--- src/rtl/imem_loader_if.sv ---
// Byte stream in, instruction-memory write port out, bundled for the boot loader.
interface imem_loader_if #(
   parameter int ADDR_WIDTH = 9,
   parameter int DATA_WIDTH = 12
);
   logic [7:0]            in_data;
   logic                  in_valid;
   logic                  in_ready;
   logic                  wr_en;
   logic [ADDR_WIDTH-1:0] wr_addr;
   logic [DATA_WIDTH-1:0] wr_data;

   modport master (output in_data, in_valid, input in_ready, wr_en, wr_addr, wr_data);
   modport slave  (input in_data, in_valid, output in_ready, wr_en, wr_addr, wr_data);
endinterface

--- src/rtl/imem_loader.sv ---
// Boot loader: parses a length-prefixed, XOR-checksummed byte frame into instruction-memory writes.
//   state  | meaning
//   IDLE   | waiting for start, CPU running
//   LEN_HI | expecting length high byte
//   LEN_LO | expecting length low byte, range check
//   INS_HI | expecting instruction high byte
//   INS_LO | expecting instruction low byte, issues write
//   CHK    | expecting checksum byte
//   DONE   | frame good, CPU may be released
//   ERR    | frame bad (too long or checksum), memory left as written
module imem_loader #(
   parameter int ADDR_WIDTH = 9,
   parameter int DATA_WIDTH = 12
) (
   input  logic          clk,
   input  logic          rst_n,
   input  logic          start,
   imem_loader_if.slave  bus,
   output logic          cpu_hold,
   output logic          done,
   output logic          err
);
   typedef enum logic [2:0] {
      S_IDLE, S_LEN_HI, S_LEN_LO, S_INS_HI, S_INS_LO, S_CHK, S_DONE, S_ERR
   } state_t;

   localparam logic [16:0] DEPTH = 17'(1) << ADDR_WIDTH;

   state_t                r_state, w_next;
   logic [7:0]            r_len_hi;
   logic [15:0]           r_remain;
   logic [DATA_WIDTH-9:0] r_hi;
   logic [7:0]            r_chk;
   logic [ADDR_WIDTH-1:0] r_addr;
   logic                  r_wr_en;
   logic [ADDR_WIDTH-1:0] r_wr_addr;
   logic [DATA_WIDTH-1:0] r_wr_data;

   logic                  w_busy;
   logic                  w_accept;
   logic                  w_start_ok;
   logic [16:0]           w_len;
   logic [DATA_WIDTH-1:0] w_word;

   assign w_len  = {1'b0, r_len_hi, bus.in_data};
   assign w_word = {r_hi, bus.in_data};

   always_comb begin
      w_next     = r_state;
      w_busy     = 1'b0;
      w_start_ok = 1'b0;
      case (r_state)
         S_IDLE, S_DONE, S_ERR: begin
            w_start_ok = start;
            if (start) w_next = S_LEN_HI;
         end
         S_LEN_HI: begin
            w_busy = 1'b1;
            if (bus.in_valid) w_next = S_LEN_LO;
         end
         S_LEN_LO: begin
            w_busy = 1'b1;
            if (bus.in_valid) begin
               if (w_len > DEPTH)       w_next = S_ERR;
               else if (w_len == 17'd0) w_next = S_CHK;
               else                     w_next = S_INS_HI;
            end
         end
         S_INS_HI: begin
            w_busy = 1'b1;
            if (bus.in_valid) w_next = S_INS_LO;
         end
         S_INS_LO: begin
            w_busy = 1'b1;
            if (bus.in_valid) w_next = (r_remain == 16'd1) ? S_CHK : S_INS_HI;
         end
         S_CHK: begin
            w_busy = 1'b1;
            if (bus.in_valid) w_next = (bus.in_data == r_chk) ? S_DONE : S_ERR;
         end
         default: w_next = S_IDLE;
      endcase
      w_accept = w_busy & bus.in_valid;
   end

   always_ff @(posedge clk or negedge rst_n) begin
      if (!rst_n) begin
         r_state   <= S_IDLE;
         r_len_hi  <= '0;
         r_remain  <= '0;
         r_hi      <= '0;
         r_chk     <= '0;
         r_addr    <= '0;
         r_wr_en   <= 1'b0;
         r_wr_addr <= '0;
         r_wr_data <= '0;
      end else begin
         r_state <= w_next;
         r_wr_en <= 1'b0;
         if (w_start_ok) begin
            r_addr <= '0;
            r_chk  <= '0;
         end
         if (w_accept) begin
            case (r_state)
               S_LEN_HI: r_len_hi <= bus.in_data;
               S_LEN_LO: r_remain <= w_len[15:0];
               S_INS_HI: begin
                  r_hi  <= bus.in_data[DATA_WIDTH-9:0];
                  r_chk <= r_chk ^ bus.in_data;
               end
               S_INS_LO: begin
                  // at N = depth the address wraps to 0 after the last write; harmless
                  r_wr_en   <= 1'b1;
                  r_wr_addr <= r_addr;
                  r_wr_data <= w_word;
                  r_addr    <= r_addr + 1'b1;
                  r_remain  <= r_remain - 16'd1;
                  r_chk     <= r_chk ^ bus.in_data;
               end
               default: ;
            endcase
         end
      end
   end

   assign bus.in_ready = w_busy;
   assign bus.wr_en    = r_wr_en;
   assign bus.wr_addr  = r_wr_addr;
   assign bus.wr_data  = r_wr_data;
   assign cpu_hold     = w_busy;
   assign done         = (r_state == S_DONE);
   assign err          = (r_state == S_ERR);
endmodule

--- src/flat_wrapper.sv ---
// flat-port wrapper written by rule: the top's interface ports become plain ports
module imem_loader_flat 
#(
   parameter int ADDR_WIDTH = 9,
   parameter int DATA_WIDTH = 12
)
  (clk, rst_n, start, cpu_hold, done, err, bus_in_data, bus_in_valid, bus_in_ready, bus_wr_en, bus_wr_addr, bus_wr_data);
  imem_loader_if #(.ADDR_WIDTH(ADDR_WIDTH), .DATA_WIDTH(DATA_WIDTH)) bus_i ();
  input  logic clk;
  input  logic rst_n;
  input  logic start;
  output logic cpu_hold;
  output logic done;
  output logic err;
  input wire logic [$bits(bus_i.in_data)-1:0] bus_in_data;
  input wire logic [$bits(bus_i.in_valid)-1:0] bus_in_valid;
  output wire logic [$bits(bus_i.in_ready)-1:0] bus_in_ready;
  output wire logic [$bits(bus_i.wr_en)-1:0] bus_wr_en;
  output wire logic [$bits(bus_i.wr_addr)-1:0] bus_wr_addr;
  output wire logic [$bits(bus_i.wr_data)-1:0] bus_wr_data;
  assign bus_i.in_data = bus_in_data;
  assign bus_i.in_valid = bus_in_valid;
  assign bus_in_ready = bus_i.in_ready;
  assign bus_wr_en = bus_i.wr_en;
  assign bus_wr_addr = bus_i.wr_addr;
  assign bus_wr_data = bus_i.wr_data;
  imem_loader #(.ADDR_WIDTH(ADDR_WIDTH), .DATA_WIDTH(DATA_WIDTH)) u_core (.clk(clk), .rst_n(rst_n), .start(start), .bus(bus_i), .cpu_hold(cpu_hold), .done(done), .err(err));
endmodule
--- config.mk ---
export PLATFORM = sky130hd
export DESIGN_NAME = imem_loader_flat
export DESIGN_NICKNAME = d
export VERILOG_FILES = /design/src/rtl/imem_loader_if.sv /design/src/rtl/imem_loader.sv /design/src/flat_wrapper.sv
export SDC_FILE = /design/constraint.sdc
export NUM_CORES = 1
export LEC_CHECK = 0
export ABC_AREA = 0
export BUFFER_PORTS_ARGS = -buffer_cell sky130_fd_sc_hd__buf_4
export CAP_MARGIN = 20
export CORE_MARGIN = 4
export CORE_UTILIZATION = 55
export CTS_BUF_LIST = sky130_fd_sc_hd__clkbuf_4 sky130_fd_sc_hd__clkbuf_8 sky130_fd_sc_hd__clkbuf_16
export CTS_CLUSTER_SIZE = 16
export DETAILED_ROUTE_END_ITERATION = 16
export PLACE_DENSITY_LB_ADDON = 0.08
export SLEW_MARGIN = 20
export SYNTH_ARGS = -nofsm -noshare
export SYNTH_HDL_FRONTEND = slang
export SYNTH_SLANG_ARGS = --single-unit
--- constraint.sdc ---
create_clock -name clk -period 3.2 [get_ports clk]
set_input_delay 0.64 -clock clk [delete_from_list [all_inputs] [get_ports clk]]
set_output_delay 0.64 -clock clk [all_outputs]
set_load 0.1 [all_outputs]
==> summary.txt, run 1 <==
Status -> completed
Die X -> 89.9 microns
DR WL/cell -> 16.7 microns
Sequential fraction of the synthesis area -> 47.5%
Vias per std cell -> 5.88
Fraction of layout cells with a size suffix above 1 -> 20.7%
Post-synthesis register bit count -> 70
Setup TNS -> 0 ps
Setup Skew -> 7.57 ps
# nets final -> 435
Core Footprint -> 6420 sq um
DRT Pass-1 Iters -> 5
Worst Hold Class -> primary input to async pin
Synth top area cells -> dfrtp_1 48%, nand2_1 9.6%, mux2_2 5.8%
RR Endpoint -> u_core.r_remain[14]$_DFFE_PN0P_
Max transition margin -> 40.6%
Pin count of the biggest net entering global routing -> 71
Worst reg2reg setup slack -> 1020 ps
Die Ht -> 89.9 microns
Worst EP required -> 2560 ps
Sequential Area -> 1750 sq um
Starting Density -> 57.4%
CP endpoint kind -> output pin
Maxcap violations -> 0
CTS tree -> built
Setup Fix Bufs, Post-CTS -> 0
Actual slew at the worst max-slew pin -> 891 ps
Worst vdd ir -> 0.000744 V
Minimum clock period -> 2280 ps
Largest fanout on the critical path -> 20
Post-route ant nets -> 0
Yosys top cell area share -> 47.5%
IO Port Bufs -> 37
Clk buf depth -> 2
Vias in the first global route -> 2,762
Area of the multi-input gates -> 1800 sq um
Area Overhead vs Synth -> 13.6%
Placed standard-cell area -> 3970 sq um
Fillers -> 523
Synth Instances -> 394
Final hold viol count -> 0
Syn. warnings -> 0
H-tree lvl count -> 3
CTS Root Cell -> clkbuf_8
Vias -> 2,951
FF-to-FF path depth -> 6
Synth Cell Area -> 3690 sq um
Post-synth ARST share -> 100%
Fraction of the cycle the final worst path needs -> 71.3%
FF-to-FF Start -> u_core.r_remain[0]$_DFFE_PN0P_
TritonCTS Buffers -> 9
P_leak -> 1.94 nW
Detailed router's first-iteration violation count -> 206
Dpl hpwl -> 5.49 mm
DRC violation count after routing -> 0
N_diodes -> 0
Startpoint Class -> flip-flop
First-pass GRT wire length -> 14.1 mm
GRT Residual Overflow -> 0
RSZ-0062 raised after global routing -> false
Die area -> 8080 sq um
Total GRT Usage -> 21.5%
Pwr Density -> 1050 nW/um^2
Fmax -> 438 MHz
Io pins -> 38
CTS resizes -> 0
Most used flip-flop cell after synthesis -> dfrtp_1
Placement row count -> 29
Post-CTS Hold Buffers -> 0
Setup CP Type -> flip-flop to output pin
Skew-Pair Late Insertion Delay -> 350 ps
Synth cell types -> 56
Clk sink count -> 70
Synthesized area per cell -> 9.36 sq um
CTS clk-pin slew, worst paths -> 80 ps
GPL Wtd Cong -> 0.890
Arr. time, crit path -> 1640 ps
Post-route design area -> 4190 sq um
Final setup vio count -> 0
Number of enable flip-flop cells after synthesis -> 0
Initial antenna violation count -> 0
Yosys top cell by area -> dfrtp_1
Net count after synthesis -> 409
Total wire length -> 8.40 mm
Final Max Slew Viols -> 0
==> sequential cells by signal, indices dropped and copies added (netlist names) <==
name                flops
u_core.bus.wr_addr      9
u_core.bus.wr_data     12
u_core.bus.wr_en        1
u_core.r_addr           9
u_core.r_chk            8
u_core.r_hi             4
u_core.r_len_hi         8
u_core.r_remain        16
u_core.r_state          3
==> placed cells by master (no fill, tap or decap), types with 3 or more instances in the layout <==
master / instances
ha_1: 3
buf_4: 41
nand2b_1: 4
nand3_1: 9
nand4_1: 7
nand2_1: 94
nor3_1: 12
inv_1: 4
and4_1: 4
o211ai_1: 3
nor4_1: 4
dfrtp_1: 70
a2bb2oi_1: 3
xor2_1: 6
mux2i_1: 11
or3_1: 3
o32ai_1: 5
o21ai_0: 14
nor2_1: 24
and3_1: 5
clkbuf_8: 9
a21oi_1: 16
mux2_2: 19
xnor2_1: 8
o22ai_1: 4
==> cells in the mapped netlist (all sizes together) (2+ instances only) <==
| master | count |
|---|---|
| nor4 | 6 |
| o21a | 2 |
| o22ai | 4 |
| nand4 | 7 |
| ha | 3 |
| or3 | 3 |
| a211oi | 2 |
| nor4b | 2 |
| and3 | 5 |
| and4 | 4 |
| o21ai | 14 |
| nor3 | 12 |
| a221o | 2 |
| a2bb2oi | 3 |
| dfrtp | 70 |
| inv | 4 |
| buf | 13 |
| or2b | 2 |
| a21oi | 16 |
| or2 | 2 |
| nor2 | 25 |
| o32ai | 5 |
| xnor2 | 8 |
| xor2 | 6 |
| nand2b | 4 |
| nand3b | 2 |
| clkbuf | 13 |
| nor2b | 2 |
| o211ai | 3 |
| nand2 | 94 |
| mux2i | 11 |
| or4 | 3 |
| nand3 | 9 |
| nor3b | 2 |
| mux2 | 19 |
==> cell type report <==
class | instances | area share, %
clock buffers | 9 | 2.96
clock inverters | 7 | 2.33
inverters | 4 | 0.359
multi-input cells | 294 | 42.9
flip-flops and latches | 70 | 41.8
well taps | 77 | 2.30
repair buffers | 41 | 7.35
==> kinds of logic after synthesis <==
logic type                 after synthesis  synth area share (%)
xor gates and xnor gates                14                  3.33
and+or+nand+nor                        189                  25.3
AOI/OAI and AO/OA                       58                  10.2
adders and majority gates                3                  1.02
buffers and inverters                   30                  3.80
DFF                                     70                  47.5
muxes                                   30                  8.79
==> per-layer routing <==
| metal | wire [microns] | track usage [%] | part of all wire [%] | vias up |
|---|---|---|---|---|
| met5 | 0 | 0 | 0 | - |
| met4 | 167 | 8.93 | 2.0 | 0 |
| met3 | 361 | 4.84 | 4.3 | 16 |
| met2 | 3920 | 32.3 | 47 | 72 |
| met1 | 3950 | 30.1 | 47 | 1429 |
| li1 | - | - | - | 1434 |
==> worst max-delay path, stage by stage (launching register included) <==
cell     delay [ps]
dfrtp_1         670
nor3_1          160
nor2_1          150
buf_4           310
==> stage by stage <==
step / utilization, % / std cells / worst slack [ps] / power, mW / hold slack [ps]
after floorplan: - / 394 / 103 / 3.19 / 344
after global placement: 61.8 / 486 / 1060 / 3.56 / 453
after detailed placement: 61.8 / 486 / 1020 / 3.60 / 463
after CTS: 65.2 / 502 / 914 / 4.40 / 446
after global routing: 65.2 / 502 / 784 / 4.65 / 469
final: 65.2 / 502 / 919 / 4.39 / 401
==> report_power, final <==
group	switching (mW)	leakage [nW]	total, mW	internal (mW)
Clock	0.358	0.106	0.800	0.441
Sequential	0.376	0.877	1.59	1.21
Combinational	1.37	0.954	2.00	0.633
Total	2.11	1.94	4.39	2.29
==> worst max path at each step <==
stage	startpoint	end	slack (ps)
floorplan	u_core.r_state[1]$_DFFE_PN0P_	cpu_hold	100
detailed placement	bus_in_valid	u_core.r_addr[6]$_DFF_PN0_	1020
global route	u_core.r_state[1]$_DFFE_PN0P_	cpu_hold	780
CTS	u_core.r_state[1]$_DFFE_PN0P_	cpu_hold	910
global placement	bus_in_valid	u_core.r_addr[6]$_DFF_PN0_	1060
finish	u_core.r_state[1]$_DFFE_PN0P_	cpu_hold	920
Note: power is estimated with default switching activity, not from simulation.
==> inputs of run 2 (changes only) <==
Settings changed: ABC_AREA 0 to 1.
Clock period 3.2 ns to 2.35 ns, I/O delays scaled along.
==> summary.txt, run 2 <==
Fraction of the cycle the final worst path needs -> 91.6%
RSZ-0062 raised after global routing -> false (unchanged)
N_diodes -> 0 (unchanged)
Yosys top cell area share -> 49.1% (was 47.5%)
Pin count of the biggest net entering global routing -> 71 (unchanged)
Largest fanout on the critical path -> 6 (was 20)
Placement row count -> 29 (unchanged)
Syn. warnings -> 0 (unchanged)
Initial antenna violation count -> 0 (unchanged)
Xor and xnor fraction of the mapped netlist area -> 3.19% (was 3.33%)
Skew-Pair Late Insertion Delay -> 360 ps (was 350 ps)
DRC violation count after routing -> 0 (unchanged)
CP endpoint kind -> output pin (unchanged)
Mux cell area share after synthesis -> 0% (was 8.79%)
CTS tree -> built (unchanged)
Maxcap violations -> 0 (unchanged)
Fraction of layout cells with a size suffix above 1 -> 13.7% (was 20.7%)
First-pass GRT wire length -> 14.2 mm (was 14.1 mm)
Total GRT Usage -> 23.3% (was 21.5%)
Vias in the first global route -> 2,882 (was 2,762)
Worst EP required -> 1880 ps (was 2560 ps)
Vias per std cell -> 5.40 (was 5.88)
Commonest non-fill, non-tap cell in the layout -> nand2_1 (unchanged)
Vias -> 3,177 (was 2,951)
Synth cell types -> 33 (was 56)
Io pins -> 38 (unchanged)
Final hold viol count -> 0 (unchanged)
Area Overhead vs Synth -> 15.5% (was 13.6%)
Post-synthesis compound-gate area fraction -> 12.1% (was 10.2%)
Detailed router's first-iteration violation count -> 239 (was 206)
Setup TNS -> 0 ps (unchanged)
Fmax -> 464 MHz
Final setup vio count -> 0 (unchanged)
Pwr Density -> 1360 nW/um^2 (was 1050 nW/um^2)
Setup CP Type -> flip-flop to output pin (unchanged)
Setup Skew -> 7.93 ps (was 7.57 ps)
Post-route ant nets -> 0 (unchanged)
Worst Hold Class -> primary input to async pin (unchanged)
TritonCTS Buffers -> 9 (unchanged)
Most used flip-flop cell after synthesis -> dfrtp_1 (unchanged)
Most common cell in the synthesized netlist -> nand2_1 (unchanged)
Final Max Slew Viols -> 0 (unchanged)
Post-synthesis register bit count -> 70 (unchanged)
Synthesized area per cell -> 7.66 sq um (was 9.36 sq um)
Worst reg2reg setup slack -> 470 ps (was 1020 ps)
Post-CTS Hold Buffers -> 0 (unchanged)
Clk sink count -> 70 (unchanged)
Post-Synth Simple-Gate Area -> 27.8% (was 25.3%)
Synth Cell Area -> 3570 sq um (was 3690 sq um)
Largest family of logic cells by synthesized area -> simple AND/OR/NAND/NOR gates (unchanged)
CTS clk-pin slew, worst paths -> 90 ps (was 80 ps)
H-tree lvl count -> 3 (unchanged)
Yosys top cell by area -> dfrtp_1 (unchanged)
DR WL/cell -> 14.0 microns (was 16.7 microns)
Dpl hpwl -> 5.95 mm (was 5.49 mm)
Synth Instances -> 466 (was 394)
Arr. time, crit path -> 1680 ps (was 1640 ps)
Top reg by flops -> u_core.r_remain (unchanged)
Total wire length -> 8.25 mm (was 8.40 mm)
Starting Density -> 56.5% (was 57.4%)
Core Footprint -> 6310 sq um (was 6420 sq um)
Worst hold slack -> 214 ps (was 401 ps)
DRT Pass-1 Iters -> 5 (unchanged)
Number of enable flip-flop cells after synthesis -> 0 (unchanged)
Most frequent cells in the layout -> 147 x nand2_1, 70 x dfrtp_1, 52 x nor2_1 (was 94 x nand2_1, 70 x dfrtp_1, 41 x buf_4)
Die Ht -> 88.6 microns (was 89.9 microns)
Commonest cells post-synth -> 148 x nand2_1, 70 x dfrtp_1, 52 x nor2_1, 49 x o21ai_0, 40 x inv_1 (was 94 x nand2_1, 70 x dfrtp_1, 24 x nor2_1, 19 x mux2_2, 16 x a21oi_1)
Die X -> 88.6 microns (was 89.9 microns)
Adder-cell share of the synthesized area -> 1.05% (was 1.02%)
GRT Residual Overflow -> 0 (unchanged)
CTS resizes -> 0 (unchanged)
Post-synth ARST share -> 100% (unchanged)
Die area -> 7840 sq um (was 8080 sq um)
Critical-path top delay cell -> dfrtp_1 (unchanged)
P_leak -> 2.07 nW (was 1.94 nW)
Setup Fix Bufs, Post-CTS -> 0 (unchanged)
Actual slew at the worst max-slew pin -> 862 ps (was 891 ps)
CTS Root Cell -> clkbuf_8 (unchanged)
Status -> completed (unchanged)
Max reg flops -> 16 (unchanged)
CP peak stage delay -> 480 ps (was 670 ps)
# nets final -> 521 (was 435)
FF-to-FF path depth -> 8 (was 6)
Synth top area cells -> dfrtp_1 49%, nand2_1 16%, o21ai_0 6.9% (was dfrtp_1 48%, nand2_1 9.6%, mux2_2 5.8%)
Minimum clock period -> 2150 ps
IO Port Bufs -> 37 (unchanged)
Worst vdd ir -> 0.00107 V (was 0.000744 V)
Total power -> 5.62 mW (was 4.39 mW)
Startpoint Class -> flip-flop (unchanged)
GPL Wtd Cong -> 0.877 (was 0.890)
Clk buf depth -> 2 (unchanged)
Critical path, cell by cell -> inv_2, nor2_1, nand2_1, nand2_2, buf_4 (was nor3_1, nor2_1, buf_4)
Sequential fraction of the synthesis area -> 49.1% (was 47.5%)
Max transition margin -> 42.6% (was 40.6%)
Net count after synthesis -> 481 (was 409)
run 2: layer usage:
metal  track usage [%]  share of wire (%)  vias up
met2              34.3                 45      101
met3              5.68                6.1       10
met1              34.9                 48     1489
met4              5.36               0.74        0
met5                 0                  0        -
li1                  -                  -     1577
run 2: cell type report:
cell class	count	area (sq um)
fillers	549	2190
flip-flops and latches	70	1750
multi-input cells	338	1580
repair buffers	42	315
inverters	45	171
clock buffers	9	124
well taps	77	96.3
clock inverters	7	86.3
run 2: cell families after synthesis:
kind of cell    after synthesis
simple gates                241
compound gates               81
xor+xnor                     13
flops                        70
buf+inv                      58
fa+ha+maj                     3
run 2: worst paths after layout:
kind,startpoint,to
max,u_core.r_state[0]$_DFFE_PN0P_,cpu_hold
min,rst_n,u_core.bus.wr_data[10]$_DFFE_PN0P_
max reg2reg,u_core.r_state[0]$_DFFE_PN0P_,u_core.r_addr[6]$_DFF_PN0_
min reg2reg,u_core.bus.wr_addr[7]$_DFFE_PN0P_,u_core.bus.wr_addr[7]$_DFFE_PN0P_
max in group asynchronous,rst_n,u_core.r_chk[7]$_DFF_PN0_
min in group clk,start,u_core.r_state[1]$_DFFE_PN0P_
run 2: stage by stage:
| stage | cell area [sq um] | std cells | setup WS (ps) | util (%) |
|---|---|---|---|---|
| after floorplan | 3570 | 466 | 74.1 | - |
| after global placement | 3910 | 572 | 554 | 62.0 |
| after detailed placement | 3910 | 572 | 467 | 62.0 |
| after CTS | 4120 | 588 | 195 | 65.3 |
| after global routing | 4120 | 588 | 81.3 | 65.3 |
| final | 4120 | 588 | 196 | 65.3 |
run 2: where the power goes:
| part | switching [mW] | total [mW] | internal (mW) |
|---|---|---|---|
| registers | 0.320 | 1.92 | 1.60 |
| logic | 1.99 | 2.64 | 0.646 |
| clock network | 0.549 | 1.07 | 0.516 |
| total | 2.86 | 5.62 | 2.76 |
run 2: worst max-delay path, delay by kind of cell (launching register included):
family,cells,cell delay (ps)
DFF,1,480
and+or+nand+nor,3,420
buffers and inverters,2,420
